==> config.mk <==
export PLATFORM = sky130hd
export DESIGN_NAME = phase_encoder4_2
export DESIGN_NICKNAME = d
export VERILOG_FILES = /design/src/rtl/phase_encoder4_2.sv
export SDC_FILE = /design/constraint.sdc
export NUM_CORES = 1
export LEC_CHECK = 0
export CAP_MARGIN = 30
export CORE_MARGIN = 5
export CORE_UTILIZATION = 30
export CTS_CLUSTER_SIZE = 8
export DETAILED_ROUTE_END_ITERATION = 12
export PLACE_DENSITY_LB_ADDON = 0.05
export SLEW_MARGIN = 30
export SYNTH_ARGS = -nofsm -noshare
export SYNTH_HDL_FRONTEND = slang
export SYNTH_SLANG_ARGS = --single-unit
==> constraint.sdc <==
create_clock -name clk -period 4 [get_ports clk]
set_input_delay 0.8 -clock clk [delete_from_list [all_inputs] [get_ports clk]]
set_output_delay 0.8 -clock clk [all_outputs]
set_load 0.02 [all_outputs]
==> src/rtl/phase_encoder4_2.sv <==
// ---------------------------------------------------------------------------
// phase_encoder4_2
//
// Monitor-side decoder for a full-step stepper. Takes the four coil lines
// (asynchronous to clk), synchronizes and optionally glitch-filters them,
// then recovers the 2-bit phase index, the direction of the last step and a
// signed position count. Illegal coil patterns and skipped phases raise a
// sticky fault that only err_clr can release.
//
// Optional feature macro: PHASE_ENCODER4_2_FILTER_EN
//   defined     -> a pattern is accepted after FILT identical samples
//   not defined -> every synchronized sample is accepted (FILT ignored)
//
// Parameters:
//   POS_W    width of the position counter
//   FILT     identical synchronized samples needed to accept a pattern (>=1)
//
// Ports:
//   clk      system clock, rising edge
//   rst_n    asynchronous active-low reset
//   b2/b1/a2/a1  coil lines, asynchronous
//   clr      synchronous clear of pos
//   err_clr  synchronous clear of err, only acts in the fault state
//   cnt      recovered phase index
//   valid    cnt reflects a tracked legal pattern
//   step     one-cycle pulse per accepted step
//   dir      direction of last step (1 = cnt incremented)
//   pos      signed position, two's complement, wraps
//   err      sticky fault flag
// ---------------------------------------------------------------------------
module phase_encoder4_2 #(
  parameter int POS_W = 16,
  parameter int FILT  = 3
) (
  input  logic             clk,
  input  logic             rst_n,
  input  logic             b2,
  input  logic             b1,
  input  logic             a2,
  input  logic             a1,
  input  logic             clr,
  input  logic             err_clr,
  output logic [1:0]       cnt,
  output logic             valid,
  output logic             step,
  output logic             dir,
  output logic [POS_W-1:0] pos,
  output logic             err
);

  typedef enum logic [1:0] {
    SEARCH,
    TRACK,
    FAULT
  } state_t;

  typedef enum logic [1:0] {
    CLS_PHASE,
    CLS_OFF,
    CLS_ILLEGAL
  } cls_t;

  if (FILT < 1) begin : g_filt_check
    $error("phase_encoder4_2: FILT must be at least 1");
  end

  logic [3:0] sync1;
  logic [3:0] sync2;
  logic       acc_valid;
  logic [3:0] acc_code;

  // Two-flop synchronizer on the coil bus {b2,b1,a2,a1}.
  always_ff @(posedge clk or negedge rst_n) begin
    if (!rst_n) begin
      sync1 <= 4'b0000;
      sync2 <= 4'b0000;
    end else begin
      sync1 <= {b2, b1, a2, a1};
      sync2 <= sync1;
    end
  end

`ifdef PHASE_ENCODER4_2_FILTER_EN
  localparam int             CW     = $clog2(FILT + 1);
  localparam logic [CW-1:0]  FILT_V = CW'(FILT);

  logic [3:0]    last_code;
  logic [CW-1:0] run_cnt;
  logic [CW-1:0] run_next;

  // Run length of the current synchronized code, saturating at FILT so a
  // pattern that stays put keeps being accepted every cycle.
  always_comb begin
    run_next = run_cnt;
    if (sync2 != last_code) begin
      run_next = CW'(1);
    end else if (run_cnt != FILT_V) begin
      run_next = run_cnt + CW'(1);
    end
  end

  // Acceptance register: a code is handed to the tracker only once its run
  // has reached FILT samples; shorter runs vanish without a trace.
  always_ff @(posedge clk or negedge rst_n) begin
    if (!rst_n) begin
      last_code <= 4'b0000;
      run_cnt   <= '0;
      acc_valid <= 1'b0;
      acc_code  <= 4'b0000;
    end else begin
      last_code <= sync2;
      run_cnt   <= run_next;
      acc_valid <= (run_next == FILT_V);
      acc_code  <= sync2;
    end
  end
`else
  // Unfiltered: every synchronized sample is accepted, one register later so
  // latency matches the filtered build running with FILT=1.
  always_ff @(posedge clk or negedge rst_n) begin
    if (!rst_n) begin
      acc_valid <= 1'b0;
      acc_code  <= 4'b0000;
    end else begin
      acc_valid <= 1'b1;
      acc_code  <= sync2;
    end
  end
`endif

  cls_t       acc_cls;
  logic [1:0] acc_phase;

  // Coil pattern classifier; anything other than the four one-pair-of-coils
  // patterns or all-off is treated as a wiring or driver fault.
  always_comb begin
    acc_cls   = CLS_ILLEGAL;
    acc_phase = 2'd0;
    case (acc_code)
      4'b0110: begin acc_cls = CLS_PHASE; acc_phase = 2'd0; end
      4'b0011: begin acc_cls = CLS_PHASE; acc_phase = 2'd1; end
      4'b1001: begin acc_cls = CLS_PHASE; acc_phase = 2'd2; end
      4'b1100: begin acc_cls = CLS_PHASE; acc_phase = 2'd3; end
      4'b0000: acc_cls = CLS_OFF;
      default: acc_cls = CLS_ILLEGAL;
    endcase
  end

  state_t           state;
  state_t           next_state;
  logic [1:0]       next_cnt;
  logic             next_valid;
  logic             next_step;
  logic             next_dir;
  logic [POS_W-1:0] next_pos;
  logic             next_err;
  logic [1:0]       delta;

  // Tracker next-state logic. delta is the modulo-4 phase distance; a
  // distance of 2 means the direction is ambiguous (a phase was skipped).
  // err_clr is only looked at in FAULT, so a fault raised in the same cycle
  // always wins over a clear.
  always_comb begin
    next_state = state;
    next_cnt   = cnt;
    next_valid = valid;
    next_step  = 1'b0;
    next_dir   = dir;
    next_pos   = pos;
    next_err   = err;
    delta      = acc_phase - cnt;

    case (state)
      SEARCH: begin
        if (acc_valid) begin
          case (acc_cls)
            CLS_PHASE: begin
              next_cnt   = acc_phase;
              next_valid = 1'b1;
              next_state = TRACK;
            end
            CLS_ILLEGAL: begin
              next_err   = 1'b1;
              next_valid = 1'b0;
              next_state = FAULT;
            end
            default: ;
          endcase
        end
      end

      TRACK: begin
        if (acc_valid) begin
          case (acc_cls)
            CLS_PHASE: begin
              next_cnt = acc_phase;
              case (delta)
                2'd1: begin
                  next_step = 1'b1;
                  next_dir  = 1'b1;
                  next_pos  = pos + POS_W'(1);
                end
                2'd3: begin
                  next_step = 1'b1;
                  next_dir  = 1'b0;
                  next_pos  = pos - POS_W'(1);
                end
                2'd2: begin
                  next_err   = 1'b1;
                  next_valid = 1'b0;
                  next_state = FAULT;
                end
                default: ;
              endcase
            end
            CLS_OFF: begin
              next_valid = 1'b0;
              next_state = SEARCH;
            end
            default: begin
              next_err   = 1'b1;
              next_valid = 1'b0;
              next_state = FAULT;
            end
          endcase
        end
      end

      FAULT: begin
        next_valid = 1'b0;
        if (err_clr) begin
          next_err   = 1'b0;
          next_state = SEARCH;
        end
      end

      default: begin
        next_valid = 1'b0;
        next_state = SEARCH;
      end
    endcase

    if (clr) begin
      next_pos = '0;
    end
  end

  // Output and state registers; all outputs come straight from flops.
  always_ff @(posedge clk or negedge rst_n) begin
    if (!rst_n) begin
      state <= SEARCH;
      cnt   <= 2'd0;
      valid <= 1'b0;
      step  <= 1'b0;
      dir   <= 1'b0;
      pos   <= '0;
      err   <= 1'b0;
    end else begin
      state <= next_state;
      cnt   <= next_cnt;
      valid <= next_valid;
      step  <= next_step;
      dir   <= next_dir;
      pos   <= next_pos;
      err   <= next_err;
    end
  end

endmodule

==> results of run 1 <==
## kinds of logic after synthesis
family | share of synthesized area (%)
xor+xnor | 4.36
simple gates | 19.3
buf+inv | 3.61
compound gates | 19.6
fa+ha+maj | 9.52
flops | 42.4
mux | 0.975
other cells | 0.172
## flip-flops by register name, indices dropped and copies added, names as in the netlist
name / flops
cnt: 2
step: 1
state: 2
pos: 16
valid: 1
dir: 1
sync2: 4
acc_code: 4
sync1: 4
acc_valid: 1
err: 1
## power by group through the flow
| stage | clock network, W | registers (W) | logic [W] |
|---|---|---|---|
| CTS | 0.000303 | 0.000428 | 0.000402 |
| detailed placement | 0 | 0.000435 | 0.000399 |
| floorplan | 0 | 0.000451 | 0.000258 |
| finish | 0.000284 | 0.000427 | 0.000396 |
| global placement | 0 | 0.000435 | 0.000399 |
| global route | 0.000317 | 0.000432 | 0.000448 |
## worst reg2reg max path, stage by stage (launching register included)
cell and delay (ns):
dfrtp_1 0.46, nand2_1 0.08, nor3_1 0.12, a31oi_1 0.08, ha_1 0.22, xnor2_1 0.25, xor2_1 0.14, nor2_1 0.10
buf_4 0.22, inv_1 0.08, fa_1 0.38, nor2b_1 0.22, o31a_1 0.25, o2111ai_1 0.25, a221oi_1 0.45, o211ai_1 0.15
## cells in the final DEF, fill, tap and decap left out, drive strengths merged, types with 4 or more instances in the layout
cell	n
dfrtp	37
clkdlybuf4s50	28
nor2	24
a21oi	19
nand2	15
ha	15
nor3	10
inv	10
o21ai	9
a21o	8
nand3	6
xor2	5
clkbuf	5
xnor2	5
a31oi	4
a31o	4
a211oi	4
## through the flow
| stage | area, µm² | total power (W) | setup slack [ns] |
|---|---|---|---|
| after floorplan | 2180 | 0.000709 | 0.418 |
| after global placement | 2560 | 0.000834 | 0.522 |
| after detailed placement | 2560 | 0.000834 | 0.436 |
| after CTS | 2660 | 0.00113 | 0.422 |
| after global routing | 2660 | 0.00120 | 0.00691 |
| final | 2660 | 0.00111 | 0.434 |
## final timing paths
| path | from | to |
|---|---|---|
| worst min register to register | sync2[1] | acc_code[1] |
| max in group asynchronous | rst_n | pos[7] |
| min in group asynchronous | rst_n | state[1] |
| worst max-delay path | acc_code[1] | pos[14] |
| worst max register to register | acc_code[1] | pos[14] |
| worst min-delay path | sync2[1] | acc_code[1] |
## metal layers
layer  vias up  global-route usage (%)  wire (µm)  part of all wire [%]
met2        30                    19.2       2240                    43
met1       850                    17.8       2680                    52
met3         6                    2.45        185                   3.6
li1        894                       -          -                     -
met4         0                    3.61         59                   1.1
met5         -                       0          0                     0
## cell type report
type / count / area share [%]
multi-input cells: 176 / 44.3
flip-flops and latches: 37 / 34.8
repair buffers: 31 / 11.4
well taps: 99 / 4.66
clock buffers: 5 / 2.59
inverters: 9 / 1.27
clock inverters: 3 / 0.942
==> flow_metrics.py, run 1 <==
metrics = {
    "outcome": {
        "status": "completed",
    },
    "sta": {
        "skew_ns": 0.00545,
        "rsz0062_at_grt": "false",
        "worst_slew_pin_slew_ns": 0.535,
        "hold_ws_ns": 0.346,
        "final-hold-violation-count": 0,
        "setup_tns_ns": 0,
        "setup_viol": 0,
        "relSlewSlack_pct": 64.1,
        "fin_crit_sh_pct": 89.2,
        "fin_crit_ns": 3.57,
        "fmax_ghz": 0.280,
        "report.final.slew_viol_count": 0,
    },
    "floorplan": {
        "io_pins": 30,
        "die_w_um": 95.3,
        "core_area_um2": 7180,
        "rows": 31,
        "die_h_um": 95.3,
        "start_util_pct": 30.4,
        "die_area_um2": 9080,
    },
    "pwr": {
        "power.density_nw_per_um2": 416,
        "power.internal_w": 0.000693,
        "ir_drop_uv": 132,
        "p_switching_w": 0.000414,
        "clkPwrFrac_pct": 25.7,
        "p_sw_share_pct": 37.4,
        "p_seq_share_pct": 38.6,
        "leakagePower_nw": 1.19,
        "p_comb_share_pct": 35.8,
    },
    "drt": {
        "routed_wl_um": 5160,
        "vias": 1780,
        "drc_errors": 0,
        "drt_iter0_drc": 55,
        "drtPass1Iterations": 4,
        "routedWlPerCell_um": 14.3,
        "viasPerCell": 4.94,
        "ant_nets": 0,
    },
    "logic_synthesis": {
        "synth_most_common_cell": "dfrtp_1",
        "syn_area_um2": 2180,
        "synth.avg_cell_area_um2": 9.45,
        "synthTopCellsByCount": "37 x dfrtp_1, 24 x nor2_1, 19 x a21oi_1",
        "seq_area_frac_synth_pct": 42.4,
        "synthArstFlopShare_pct": 100,
        "ys_warn_count": 0,
        "synth_nets": 255,
        "synth_area_leader_cell": "dfrtp_1",
        "synth_top_area_share_pct": 42.4,
        "synth_area_leaders": "dfrtp_1 42%, ha_1 8.6%, a21oi_1 4.4%, nor2_1 4.1%, a21o_1 2.8%",
        "synth_ff_type": "dfrtp_1",
        "synth_edf_count": 0,
        "syn_inst": 231,
        "synth_cell_types": 52,
        "ys_ff_latch": 37,
    },
    "worst_setup_path": {
        "cpMaxStageDelayCell": "dfrtp_1",
        "crit_fanout": 15,
        "path_depth": 15,
        "cp-end-kind": "flop",
        "cp.required_ns": 4.17,
        "cp-start-kind": "flop",
        "r2r_slack_ns": 0.43,
        "max_stage_delay_ns": 0.46,
        "ff2ff_path_depth": 15,
        "cp_top_family": "compound AO/OA/AOI/OAI gates",
        "path_cells": "nand2_1, nor3_1, a31oi_1, ha_1, xnor2_1, xor2_1, nor2_1, buf_4, inv_1, fa_1, nor2b_1, o31a_1, o2111ai_1, a221oi_1, o211ai_1",
        "arrival_ns": 3.74,
        "cp.buffers_inverters": 2,
        "crit_type": "flop to flop",
    },
    "clock_tree": {
        "ctsHoldBuffers": 0,
        "clk_pin_slew_worst_paths_ns": 0.09,
        "cts_resized": 0,
        "cts_sinks": 37,
        "cts_setup_buffers": 0,
        "clockBufferDepth": 2,
        "htree_levels": 2,
        "clockRootBuffer": "clkbuf_8",
        "cts_buffers": 5,
        "cts_tree": "done",
        "clock_latency_ns": 0.29,
    },
    "place": {
        "dp_hpwl_um": 3610,
        "gp_congestion": 0.802,
        "io_buffers": 29,
        "dp.cells": 352,
    },
    "cells_and_area": {
        "fill_cells": 750,
        "syn_to_final_growth_pct": 21.8,
        "antenna_cells": 0,
        "final_layout_size_suffix_gt1_share_pct": 8.43,
        "final_cells": 360,
        "nets": 284,
        "fin_util_pct": 37.0,
        "multi_input_area_um2": 1180,
        "seqCellArea_um2": 926,
    },
    "grt": {
        "grt_max_degree": 38,
        "grt_pass1_vias": 1786,
        "grt_first_pass_wirelength_um": 8850,
        "grt.overflow.total": 0,
        "track_usage_pct": 12.5,
        "grt_antenna_before_repair": 0,
    },
    "job": {
        "cap_violations": 0,
    },
    "worst_hold_path": {
        "min_path_cells": 0,
        "hp-class": "flop to flop",
    },
}
Note: power is estimated with default switching activity, not from simulation.
==> run 2: changes to the inputs <==
- CORE_UTILIZATION: 30 -> 55
- CTS_CLUSTER_SIZE: 8 -> 16
==> run 2 against run 1 <==
Net effect:
- critical path depth unchanged
- sequential share of layout area up 1.0 points
- total power down 1.2%
- via count rose by 0.51%
- critical path type unchanged
- flip-flop and latch count is the same
- largest cell class unchanged
- non-clock buffer count down 1
==> flow_metrics.py, run 2 (synthesis gave the netlist of run 1 again) <==
metrics = {
    "worst_setup_path": {
        "cpMaxStageDelayCell": "dfrtp_1",
        "arrival_ns": 3.70,
        "path_cells": "nand2_1, nor3_1, a31oi_1, ha_1, xnor2_1, xor2_1, nor2_1, buf_4, ha_1, o211ai_1, o21ai_0, o21ai_0, a21oi_1, mux2i_1, mux2_2",
        "crit_fanout": 15,
        "crit_type": "flop to flop",
        "cp.buffers_inverters": 1,
        "max_stage_delay_ns": 0.46,
        "cp-start-kind": "flop",
        "cp_top_family": "compound AO/OA/AOI/OAI gates",
        "cp-end-kind": "flop",
        "cp.required_ns": 4.18,
    },
    "clock_tree": {
        "cts_buffers": 5,
        "clock_latency_ns": 0.29,
        "ctsHoldBuffers": 0,
        "htree_levels": 2,
        "clk_pin_slew_worst_paths_ns": 0.08,
        "clockRootBuffer": "clkbuf_8",
        "cts_sinks": 37,
        "cts_resized": 0,
        "clockBufferDepth": 2,
        "cts_setup_buffers": 0,
        "cts_tree": "done",
    },
    "sta": {
        "skew_ns": 0.00147,
        "final-hold-violation-count": 0,
        "rsz0062_at_grt": "false",
        "fin_crit_sh_pct": 87.9,
        "fin_crit_ns": 3.52,
        "fmax_ghz": 0.284,
        "setup_tns_ns": 0,
        "report.final.slew_viol_count": 0,
        "setup_viol": 0,
        "relSlewSlack_pct": 45.9,
        "worst_slew_pin_slew_ns": 0.812,
    },
    "cells_and_area": {
        "antenna_cells": 0,
        "largest_reg_flops": 16,
        "top_register": "pos",
        "nets": 283,
        "syn_to_final_growth_pct": 18.4,
        "final_layout_size_suffix_gt1_share_pct": 8.08,
        "fin_util_pct": 69.0,
        "mostFrequentLayoutCell": "dfrtp_1",
        "mostFrequentLayoutCells": "37 x dfrtp_1, 28 x clkdlybuf4s50_1, 24 x nor2_1",
        "fill_cells": 338,
    },
    "grt": {
        "grt_max_degree": 38,
        "grt_pass1_vias": 1579,
        "grt.busiest_layer": "met2",
        "grt_antenna_before_repair": 0,
        "grt.overflow.total": 0,
        "use_met3_pct": 4.55,
        "met2_usage_pct": 26.6,
        "grt_first_pass_wirelength_um": 7330,
        "track_usage_pct": 17.5,
        "grtUsageMet1_pct": 25.0,
    },
    "drt": {
        "vias": 1789,
        "drt_iter0_drc": 198,
        "drtPass1Iterations": 4,
        "ant_nets": 0,
        "routedWlPerCell_um": 14.4,
        "routed_wl_um": 4450,
        "viasPerCell": 5.81,
        "drc_errors": 0,
    },
    "pwr": {
        "power.density_nw_per_um2": 423,
        "ir_drop_uv": 272,
        "leakagePower_nw": 1.18,
    },
    "place": {
        "gp_congestion": 0.884,
        "io_buffers": 29,
        "dp_hpwl_um": 3140,
    },
    "floorplan": {
        "start_util_pct": 58.3,
        "io_pins": 30,
        "die_w_um": 73.0,
        "die_h_um": 73.0,
        "core_area_um2": 3740,
        "rows": 22,
        "die_area_um2": 5330,
    },
    "worst_hold_path": {
        "hp-class": "flop to flop",
    },
    "outcome": {
        "status": "completed",
    },
    "job": {
        "cap_violations": 0,
    },
}
==> run 2: cell types whose count changed in the layout (fill, tap and decap cells not counted), sizes merged <==
cell	previous run	this run
buf	3	2
==> run 2: power by group <==
| part | internal (W) | switching [W] | total [W] | leakage, nW |
|---|---|---|---|---|
| clock network | 0.000126 | 0.000148 | 0.000274 | 0.0447 |
| logic | 0.000165 | 0.000229 | 0.000393 | 0.659 |
| registers | 0.000402 | 0.0000250 | 0.000427 | 0.480 |
| total | 0.000692 | 0.000402 | 0.00109 | 1.18 |
==> run 2: cell type report <==
type	instances	area (µm²)	share of cell area, %
clock inverters	3	25.0	0.969
flip-flops and latches	37	926	35.8
inverters	9	33.8	1.31
clock buffers	5	68.8	2.66
well taps	48	60.1	2.32
multi-input cells	176	1180	45.6
repair buffers	30	293	11.3
==> run 2: final timing paths <==
path	start	slack, ns	cells after the start	end
max in group asynchronous	rst_n	2.89	1	pos[6]
min reg2reg	sync1[2]	0.35	0	sync2[2]
max	acc_code[1]	0.48	15	pos[15]
min in group asynchronous	rst_n	0.58	1	state[1]
max reg2reg	acc_code[1]	0.48	15	pos[15]
min	sync1[2]	0.35	0	sync2[2]
==> run 2: routing by layer <==
metal	part of all wire, %	wire (µm)
met5	0	0
met4	0.90	40
met3	5.8	258
met2	45	1990
met1	49	2160
==> run 2: per-stage QoR <==
| step | std cells | hold slack [ns] | total power [W] | cell area (µm²) | worst slack [ns] |
|---|---|---|---|---|---|
| floorplan | 231 | 0.331 | 0.000709 | 2180 | 0.418 |
| global placement | 300 | 0.331 | 0.000816 | 2490 | 0.627 |
| detailed placement | 300 | 0.335 | 0.000824 | 2490 | 0.462 |
| CTS | 308 | 0.354 | 0.00110 | 2580 | 0.467 |
| global route | 308 | 0.364 | 0.00116 | 2580 | 0.0778 |
| finish | 308 | 0.351 | 0.00109 | 2580 | 0.483 |
==> run 3: changes to the inputs <==
- CORE_UTILIZATION: 55 -> 36
==> run 3 against run 2 <==
Net effect:
- first-iteration DRC count shrank 69%
- hold slack is essentially flat
- largest power group unchanged
- register-to-register slack lost 0.05 ns
- clock power grew 3%
- sequential power is essentially flat
- non-clock buffer count grew 1
- clock skew grew 0.011 ns
==> flow_metrics.py, run 3 (synthesis gave the netlist of run 1 again) <==
metrics = {
    "drt": {
        "met2WireLength_um": 2100,
        "drc_errors": 0,
        "vias": 1777,
        "ant_nets": 0,
        "drtPass1Iterations": 4,
        "drt_iter0_drc": 62,
        "routedWlPerCell_um": 14.5,
        "wl_met3_um": 209,
        "routed_wl_um": 4860,
        "wl_met1_um": 2510,
        "maxUsedRoutingLayer": "met4",
        "viasPerCell": 5.29,
    },
    "worst_setup_path": {
        "r2r_slack_ns": 0.43,
        "cp.buffers_inverters": 1,
        "ff2ff_path_depth": 15,
        "regToRegEndpoint": "pos[15]",
        "cp-start-kind": "flop",
        "reg2reg_from": "acc_code[1]",
        "crit_type": "flop to flop",
        "max_stage_delay_ns": 0.46,
        "arrival_ns": 3.75,
        "path_depth": 15,
        "crit_fanout": 15,
        "cp.required_ns": 4.18,
        "cp_top_family": "compound AO/OA/AOI/OAI gates",
        "worstSetupEndpoint": "pos[15]",
        "path_cells": "nand2_1, nor3_1, a31oi_1, ha_1, xnor2_1, xor2_1, nor2_1, buf_4, ha_1, o211ai_1, o21ai_0, o21ai_0, a21oi_1, mux2i_1, mux2_2",
        "cp-end-kind": "flop",
        "cpMaxStageDelayCell": "dfrtp_1",
        "startpoint": "acc_code[1]",
    },
    "place": {
        "gp_congestion": 0.890,
        "io_buffers": 29,
        "placed_area_um2": 2530,
        "dp.cells": 328,
        "dp_hpwl_um": 3440,
    },
    "worst_hold_path": {
        "hp-class": "flop to flop",
    },
    "sta": {
        "fmax_ghz": 0.280,
        "report.final.slew_viol_count": 0,
        "fin_crit_sh_pct": 89.3,
        "setup_tns_ns": 0,
        "worst_slew_pin_slew_ns": 0.690,
        "rsz0062_at_grt": "false",
        "fin_crit_ns": 3.57,
        "relSlewSlack_pct": 53.9,
        "setup_viol": 0,
        "skew_ns": 0.0127,
        "final-hold-violation-count": 0,
        "hold_ws_ns": 0.352,
    },
    "clock_tree": {
        "cts_resized": 0,
        "cts_tree": "done",
        "cts_buffers": 5,
        "clock_latency_ns": 0.30,
        "cts_setup_buffers": 0,
        "cts_sinks": 37,
        "htree_levels": 2,
        "clockBufferDepth": 2,
        "clk_pin_slew_worst_paths_ns": 0.08,
        "clockRootBuffer": "clkbuf_8",
        "ctsHoldBuffers": 0,
    },
    "floorplan": {
        "rows": 28,
        "io_pins": 30,
        "die_h_um": 87.9,
        "die_area_um2": 7720,
        "die_w_um": 87.9,
        "core_area_um2": 5920,
        "start_util_pct": 36.9,
    },
    "grt": {
        "grt_pass1_vias": 1777,
        "grt_antenna_before_repair": 0,
        "grt_max_degree": 38,
        "track_usage_pct": 13.7,
        "grt.overflow.total": 0,
        "grt_first_pass_wirelength_um": 8370,
    },
    "job": {
        "cap_violations": 0,
    },
    "cells_and_area": {
        "final_layout_size_suffix_gt1_share_pct": 8.43,
        "final_cells": 336,
        "fin_util_pct": 44.4,
        "largest_reg_flops": 16,
        "nets": 284,
        "top_register": "pos",
        "mostFrequentLayoutCell": "dfrtp_1",
        "mostFrequentLayoutCells": "37 x dfrtp_1, 28 x clkdlybuf4s50_1, 24 x nor2_1",
        "antenna_cells": 0,
        "design_area_um2": 2630,
        "syn_to_final_growth_pct": 20.4,
    },
    "pwr": {
        "clkPwrFrac_pct": 25.5,
        "p_comb_share_pct": 35.9,
        "p_seq_share_pct": 38.6,
        "p_switching_w": 0.000414,
        "p_sw_share_pct": 37.3,
        "power.internal_w": 0.000694,
        "ir_drop_uv": 149,
        "leakagePower_nw": 1.19,
        "power.density_nw_per_um2": 422,
    },
    "outcome": {
        "status": "completed",
    },
}
-- run 3: power groups by stage --
stage	combinational (W)	clock [W]	sequential, W
2_1_floorplan	0.000258	0	0.000451
4_1_cts	0.000400	0.000296	0.000429
6_report	0.000398	0.000282	0.000428
3_3_place_gp	0.000399	0	0.000435
5_1_grt	0.000437	0.000310	0.000433
3_5_place_dp	0.000396	0	0.000436
-- run 3: area by class of cell --
| cell class | count | area, µm² |
|---|---|---|
| timing repair buffer | 31 | 303 |
| multi-input combinational | 176 | 1180 |
| clock buffer | 5 | 68.8 |
| fill | 602 | 3290 |
| sequential | 37 | 926 |
| clock inverter | 3 | 25.0 |
| tap | 75 | 93.8 |
| inverter | 9 | 33.8 |
-- run 3: worst reg2reg max path, stage by stage (launching register included) --
cell,delay [ns]
dfrtp_1,0.46
nand2_1,0.08
nor3_1,0.12
a31oi_1,0.08
ha_1,0.22
xnor2_1,0.25
xor2_1,0.26
nor2_1,0.06
buf_4,0.20
ha_1,0.35
o211ai_1,0.10
o21ai_0,0.34
o21ai_0,0.21
a21oi_1,0.19
mux2i_1,0.21
mux2_2,0.34
-- run 3: metal layers --
metal | vias up | global-route usage (%)
li1 | 894 | -
met1 | 844 | 18.9
met2 | 35 | 21.5
met3 | 4 | 3.29
met4 | 0 | 3.77
met5 | - | 0
-- run 3: worst min path at each step --
stage | startpoint | end | cells after the start
after floorplan | sync2[0] | acc_code[0] | 0
final | sync2[2] | acc_code[2] | 0
after detailed placement | sync1[1] | sync2[1] | 0
after global routing | sync1[2] | sync2[2] | 0
after global placement | sync2[2] | acc_code[2] | 0
after CTS | sync1[1] | sync2[1] | 0
-- run 3: metrics by stage --
stage | setup WS, ns | power (W)
after floorplan | 0.418 | 0.000709
after global placement | 0.578 | 0.000834
after detailed placement | 0.441 | 0.000832
after CTS | 0.405 | 0.00112
after global routing | 0.0517 | 0.00118
final | 0.429 | 0.00111
